**src/rtl/thread_offset_selector.sv**
```systemverilog
// rtl/thread_offset_selector.sv - per-thread offset address selector, 2-cycle latency; optional post-increment via THREAD_OFFSET_SELECTOR_INCR_EN
module thread_offset_selector #(
    parameter int WORD_WIDTH        = 10,
    parameter int THREAD_COUNT      = 8,
    parameter int THREAD_ADDR_WIDTH = 3,
    parameter int INCREMENT         = 1
) (
    input  logic                         clock,
    input  logic                         reset_n,
    input  logic [WORD_WIDTH-1:0]        addr_in,
    input  logic                         use_raw_addr,
    input  logic                         incr_in,
    input  logic                         offset_wren,
    input  logic [THREAD_ADDR_WIDTH-1:0] offset_wr_thread,
    input  logic [WORD_WIDTH-1:0]        offset_wr_data,
    output logic [WORD_WIDTH-1:0]        addr_out,
    output logic [THREAD_ADDR_WIDTH-1:0] thread_out
);

    localparam logic [THREAD_ADDR_WIDTH-1:0] LAST_THR = THREAD_ADDR_WIDTH'(THREAD_COUNT - 1);

    logic [THREAD_ADDR_WIDTH-1:0] r_thr;
    logic [WORD_WIDTH-1:0]        r_offset [THREAD_COUNT];
    logic [WORD_WIDTH-1:0]        w_cur_offset;

    logic [WORD_WIDTH-1:0]        r_raw;
    logic [WORD_WIDTH-1:0]        r_sum;
    logic                         r_sel;
    logic [THREAD_ADDR_WIDTH-1:0] r_t1;

    logic [WORD_WIDTH-1:0]        r_addr_out;
    logic [THREAD_ADDR_WIDTH-1:0] r_thread_out;

`ifdef THREAD_OFFSET_SELECTOR_INCR_EN
    localparam logic [WORD_WIDTH-1:0] INCR_STEP = WORD_WIDTH'(INCREMENT);
    logic w_incr_en;
    assign w_incr_en = incr_in && !use_raw_addr;
`else
    logic w_unused_incr;
    assign w_unused_incr = incr_in;
`endif

    // Stage-1 read sees the offset as it stood before this cycle's update
    assign w_cur_offset = r_offset[r_thr];

    // Round-robin thread slot, wraps at THREAD_COUNT-1
    always_ff @(posedge clock) begin
        if (!reset_n) begin
            r_thr <= '0;
        end else if (r_thr == LAST_THR) begin
            r_thr <= '0;
        end else begin
            r_thr <= r_thr + 1'b1;
        end
    end

    // Offset registers; the external write is applied last so it overrides an increment to the same thread
    always_ff @(posedge clock) begin
        if (!reset_n) begin
            for (int i = 0; i < THREAD_COUNT; i++) begin
                r_offset[i] <= '0;
            end
        end else begin
            for (int i = 0; i < THREAD_COUNT; i++) begin
`ifdef THREAD_OFFSET_SELECTOR_INCR_EN
                if (w_incr_en && (r_thr == THREAD_ADDR_WIDTH'(i))) begin
                    r_offset[i] <= r_offset[i] + INCR_STEP;
                end
`endif
                if (offset_wren && (offset_wr_thread == THREAD_ADDR_WIDTH'(i))) begin
                    r_offset[i] <= offset_wr_data;
                end
            end
        end
    end

    // Stage 1: capture raw address, offset sum, selector and thread slot
    always_ff @(posedge clock) begin
        if (!reset_n) begin
            r_raw <= '0;
            r_sum <= '0;
            r_sel <= 1'b0;
            r_t1  <= '0;
        end else begin
            r_raw <= addr_in;
            r_sum <= addr_in + w_cur_offset;
            r_sel <= use_raw_addr;
            r_t1  <= r_thr;
        end
    end

    // Stage 2: pick raw or offset address, carry thread index alongside
    always_ff @(posedge clock) begin
        if (!reset_n) begin
            r_addr_out   <= '0;
            r_thread_out <= '0;
        end else begin
            r_addr_out   <= r_sel ? r_raw : r_sum;
            r_thread_out <= r_t1;
        end
    end

    assign addr_out   = r_addr_out;
    assign thread_out = r_thread_out;

endmodule

```
**config.mk**
```make
export PLATFORM = sky130hd
export DESIGN_NAME = thread_offset_selector
export DESIGN_NICKNAME = d
export VERILOG_FILES = /design/src/rtl/thread_offset_selector.sv
export SDC_FILE = /design/constraint.sdc
export NUM_CORES = 1
export LEC_CHECK = 0
export BUFFER_PORTS_ARGS = -buffer_cell sky130_fd_sc_hd__clkbuf_2
export CORE_MARGIN = 2
export CORE_UTILIZATION = 59
export CTS_CLUSTER_DIAMETER = 120
export CTS_CLUSTER_SIZE = 30
export DETAILED_ROUTE_END_ITERATION = 12
export PLACE_DENSITY = 0.79
export SYNTH_ARGS = -nofsm -noshare
export SYNTH_HDL_FRONTEND = slang
export SYNTH_SLANG_ARGS = --single-unit
```
**constraint.sdc**
```tcl
create_clock -name clock -period 4.1 [get_ports clock]
set_input_delay 0.41 -clock clock [delete_from_list [all_inputs] [get_ports clock]]
set_output_delay 0.41 -clock clock [all_outputs]
set_load 0.02 [all_outputs]
```
==> results.toml, run 1 <==
[power]
power.leakage_uw = 0.002318
ir_worst_vdd_mv = 0.3334
p_per_area_nw_per_um2 = 567.9
power_uw = 3341

[hold_path]
min_path_cells = 2
hold_class = "input pin to flip-flop"

[floorplan]
start_util_pct = 60.85
die_y_um = 95.83
rows = 33
core-area_um2 = 8175
die_area_um2 = 9182
ioPinCount = 41
die_w_um = 95.83

[finish]
nFillCells = 529
seq_area_um2 = 3203
final_nets = 457
multi_input_area_um2 = 1633
fin_area_um2 = 5884
syn_to_final_growth_pct = 18.28
drive_gt1_share_pct = 23.72
antenna_cells = 0

[critical_path]
crit_path_start_kind = "flip-flop"
end_kind = "flip-flop"
worst-setup-path-type = "flip-flop to flip-flop"
critPathMaxFanout = 13
rr_worst_depth = 9
crit_required_ns = 4.48
cp_data_arrival_time_ns = 3.47

[grt]
antenna_found_initial = 0
grt_pass1_wl_um = 15550
grt_overflow_total = 0
grt_start_max_net_pins = 40
grt_pass1_vias = 3167
grt_usage_pct = 23.66

[synth]
avgSynthCellArea_um2 = 13.27
synth_area_um2 = 4975
ys.flop_type = "edfxtp_1"
synth_edf_count = 80
synth_nets = 415
ys_seq_elements = 120
synthArstFlopShare_pct = 0
synthTopCellsByArea = "edfxtp_1 48%, dfxtp_1 16%, mux4_2 9.1%"
yosysWarnings = 0
ys_seq_area_share_pct = 64.39
netlist_instances = 375
yosys.area.top_type = "edfxtp_1"
synth_top_area_share_pct = 48.29
synth_cell_types = 39

[timing]
hold_viol = 0
maxSlewHeadroom_pct = 46.16
max_freq_mhz = 323.2
drv_slew = 0
setup-violations-final = 0
finalSetupTns_ns = 0
finalCriticalPeriod_ns = 3.094
fin_skew_ns = 0.008714
period_share_pct = 75.46
rsz0062_at_grt = "no"
tightest_slew_ns = 0.8075

[place]
numPortBuffers = 39
gp_congestion = 0.8717
hpwlAfterDp_um = 6061
place_area_um2 = 5245

[job]
cap_violations = 0

[clock_tree]
htreeDepth = 4
cts_tree = "yes"
ctsHoldBuffers = 0
cts-buffers-inserted = 17
clkSlewWorstSetupHoldPaths_ns = 0.06
clockRootBuffer = "clkbuf_8"
cts_resized = 0
clock_path_buffers = 2
cts_setup_buffers = 0
clk_latency_ns = 0.50
clock-sinks = 120

[drt]
drt_iter0_drc = 281
wl_per_cell_um = 18.15
dr.pass1.iters = 5
vias = 3009
viasPerCell = 5.624
detail-route-antenna-nets = 0
route.detailed.drc = 0
routed_wl_um = 9710

[status]
run_status = "finished, final reports clean"
-- placed cells by master, fill, tap and decap left out, drive strengths merged, types with 3 or more instances in the layout --
| cell | count |
|---|---|
| dfxtp | 40 |
| nor3b | 4 |
| nor2b | 4 |
| clkinv | 3 |
| a21oi | 6 |
| clkbuf | 64 |
| ha | 11 |
| edfxtp | 80 |
| mux2 | 8 |
| a21o | 5 |
| nand3 | 5 |
| and2 | 17 |
| mux4 | 20 |
| inv | 20 |
| nand2 | 24 |
| o21ai | 4 |
| nor3 | 4 |
| mux2i | 12 |
| nor2 | 76 |
-- flip-flops by register name, indices dropped and copies added, names as in the netlist --
signal and count:
addr_out 10, r_offset 80, r_raw 10, r_sel 1, r_sum 10, r_t1 3, r_thr 3, thread_out 3
-- layout make-up --
type	count	area share, %
sequential	120	54.43
inverter	18	1.148
timing repair buffer	41	3.572
clock buffer	25	9.696
tap	105	2.233
clock inverter	7	1.169
multi-input combinational	219	27.75
-- report_power, final --
part	switching (uW)	internal, uW
Clock	518	1020
Combinational	206	162
Sequential	38.4	1400
-- Yosys cell counts, types with 5 or more instances --
| cell | instances |
|---|---|
| edfxtp_1 | 80 |
| nor2_1 | 76 |
| dfxtp_1 | 40 |
| nand2_1 | 24 |
| mux4_2 | 20 |
| and2_1 | 17 |
| inv_1 | 17 |
| clkbuf_1 | 14 |
| mux2i_1 | 12 |
| ha_1 | 11 |
| mux2_2 | 8 |
| a21oi_1 | 6 |
| a21o_1 | 5 |
| nand3_1 | 5 |
-- cells by family after synthesis --
logic type / after synthesis / share of synthesized area (%)
and+or+nand+nor: 142 / 12.93
DFF: 120 / 64.39
muxes: 40 / 13.28
buffers and inverters: 36 / 2.791
AOI/OAI and AO/OA: 22 / 2.918
adders and majority gates: 12 / 3.169
xor gates and xnor gates: 3 / 0.5283
-- stage by stage --
| step | setup WS (ns) | hold slack, ns | std cells | util, % |
|---|---|---|---|---|
| floorplan | 1.329 | 0.4119 | 375 | - |
| global placement | 1.143 | 0.4141 | 503 | 64.16 |
| detailed placement | 1.068 | 0.4230 | 503 | 64.16 |
| CTS | 1.026 | 0.1068 | 535 | 71.98 |
| global route | 0.8120 | 0.1091 | 535 | 71.98 |
| finish | 1.006 | 0.1189 | 535 | 71.98 |
-- worst max-delay path: stages (launching register included) --
cell,delay [ns]
dfxtp_1,0.76
buf_4,0.32
mux4_2,0.30
mux2_2,0.29
ha_1,0.34
a21o_1,0.18
a21oi_1,0.33
a211oi_1,0.15
nor3_1,0.23
nor3b_2,0.07
-- worst paths after layout --
kind | from | to | slack, ns
setup / recovery | r_thr[1] | r_sum[9] | 1.01
setup reg to reg | r_thr[1] | r_sum[9] | 1.01
hold reg to reg | r_t1[2] | thread_out[2] | 0.43
hold / removal | use_raw_addr | r_sel | 0.12
-- layer usage --
| metal | global-route usage (%) | share of wire (%) | wire, um | vias up |
|---|---|---|---|---|
| met4 | 8.810 | 1.2 | 112 | 0 |
| met1 | 28.70 | 40 | 3839 | 1438 |
| met5 | 0 | 0 | 0 | - |
| met2 | 40.79 | 51 | 4965 | 135 |
| met3 | 6.265 | 8.2 | 793 | 10 |
| li1 | - | - | - | 1426 |
(Power assumes the default switching activity.)
==> run 2, diff against run 1 <==
==> constraint.sdc (replaced) <==
create_clock -name clock -period 3.2 [get_ports clock]
set_input_delay 0.32 -clock clock [delete_from_list [all_inputs] [get_ports clock]]
set_output_delay 0.32 -clock clock [all_outputs]
set_load 0.02 [all_outputs]
==> results.toml, run 2 (synthesis gave the netlist of run 1 again) <==
[status]
run_status = "finished, final reports clean"

[finish]
final_nets = 464
mostFrequentLayoutCells = "80 x edfxtp_1, 76 x nor2_1, 40 x dfxtp_1, 39 x clkbuf_2, 24 x nand2_1"
nFillCells = 553
final_cells = 542
final_common_cell = "edfxtp_1"
multi_input_area_um2 = 1633
seq_area_um2 = 3203
drive_gt1_share_pct = 24.03
largest_register_ffs = 80
syn_to_final_growth_pct = 18.01
antenna_cells = 0
regMostFlops = "r_offset"

[hold_path]
hold_class = "input pin to flip-flop"

[place]
dp_cells = 510
gp_congestion = 0.8629
hpwlAfterDp_um = 6194
numPortBuffers = 39

[critical_path]
slowest_delay_ns = 0.56
cp_cell_sequence = "buf_12 > mux4_2 > mux2_2 > ha_1 > nor2b_1 > o21a_1 > o21ai_1 > a2111o_1 > o211ai_1"
crit_path_start_kind = "flip-flop"
worst-setup-path-type = "flip-flop to flip-flop"
critPathMaxFanout = 23
cp_data_arrival_time_ns = 3.34
reg2reg_slack_ns = 0.29
reg2reg_to = "r_sum[6]"
r2r-start = "r_thr[0]"
crit_required_ns = 3.63
end_kind = "flip-flop"
cp-startpoint = "r_thr[0]"
rr_worst_depth = 9
cp_slowest_cell = "mux4_2"
cp-endpoint = "r_sum[6]"

[power]
power.leakage_uw = 0.002314
ir_worst_vdd_mv = 0.4406
p_per_area_nw_per_um2 = 695.5

[floorplan]
rows = 33
core-area_um2 = 8175
die_y_um = 95.83
die_area_um2 = 9182
ioPinCount = 41
die_w_um = 95.83
start_util_pct = 60.85

[clock_tree]
cts_resized = 0
ctsHoldBuffers = 0
clk_latency_ns = 0.51
clkSlewWorstSetupHoldPaths_ns = 0.06
clock-sinks = 120
htreeDepth = 4
cts_tree = "yes"
clockRootBuffer = "clkbuf_8"
cts_setup_buffers = 0
cts-buffers-inserted = 17
clock_path_buffers = 2

[timing]
fin_skew_ns = 0.01231
setup-violations-final = 0
maxSlewHeadroom_pct = 61.04
finalCriticalPeriod_ns = 2.914
finalSetupTns_ns = 0
drv_slew = 0
rsz0062_at_grt = "no"
period_share_pct = 91.06
max_freq_mhz = 343.2
tightest_slew_ns = 0.5836
hold_viol = 0

[drt]
route.detailed.drc = 0
viasPerCell = 5.587
drt_iter0_drc = 170
vias = 3028
wl_per_cell_um = 17.07
routed_wl_um = 9253
dr.pass1.iters = 4
detail-route-antenna-nets = 0

[grt]
grt_overflow_total = 0
grt_pass1_vias = 3090
top_usage_layer = "met2"
grt_usage_pct = 22.44
grt_use_met1_pct = 26.89
grt_use_met2_pct = 39.28
antenna_found_initial = 0
use_met3_pct = 5.325
grt_start_max_net_pins = 27
grt_pass1_wl_um = 14890

[job]
cap_violations = 0
## run 2: cell count changes in the layout (fill, tap and decap cells not counted), sizes merged
cell    change
inv         -1
buf         +7
clkinv      +1
## run 2: where the power goes
| group | total [uW] | internal, uW | switching [uW] |
|---|---|---|---|
| clock | 1770 | 1140 | 635 |
| sequential | 1840 | 1790 | 44.3 |
| combinational | 475 | 215 | 259 |
## run 2: per-layer routing
layer	wire length [um]	part of all wire, %
met5	0	0
met4	117	1.3
met3	527	5.7
met2	4772	52
met1	3836	41
## run 2: final cells by class
cell class	count	share of cell area [%]
clock buffer	25	8.461
sequential	120	54.56
tap	105	2.238
inverter	18	1.151
clock inverter	7	1.087
timing repair buffer	48	4.689
multi-input combinational	219	27.81
## run 2: worst min-delay path by stage
stage	startpoint	end	slack (ns)	cells after the start
final	use_raw_addr	r_sel	0.03	2
after floorplan	r_t1[0]	thread_out[0]	0.41	1
after CTS	use_raw_addr	r_sel	0.01	2
after detailed placement	r_t1[2]	thread_out[2]	0.42	1
after global routing	use_raw_addr	r_sel	0.01	2
after global placement	r_t1[1]	thread_out[1]	0.41	1
## run 2: critical path: cells and delay by family, from the launching register on
family                     cells  cell delay [ns]
AOI/OAI and AO/OA              4             0.85
muxes                          2             0.84
DFF                            1             0.35
adders and majority gates      1             0.34
and+or+nand+nor                1             0.22
buffers and inverters          1             0.21
## run 2: per-stage QoR
step	total power, uW	worst slack (ns)	cell area [um^2]	hold slack [ns]	util [%]
6_report	4083	0.2862	5871	0.02662	71.81
4_1_cts	4104	0.2997	5871	0.01358	71.81
2_1_floorplan	2203	0.4288	4975	0.4119	-
5_1_grt	4242	0.1093	5871	0.01162	71.81
3_5_place_dp	2339	0.3664	5310	0.4224	64.95
3_3_place_gp	2314	0.4394	5310	0.4143	64.95
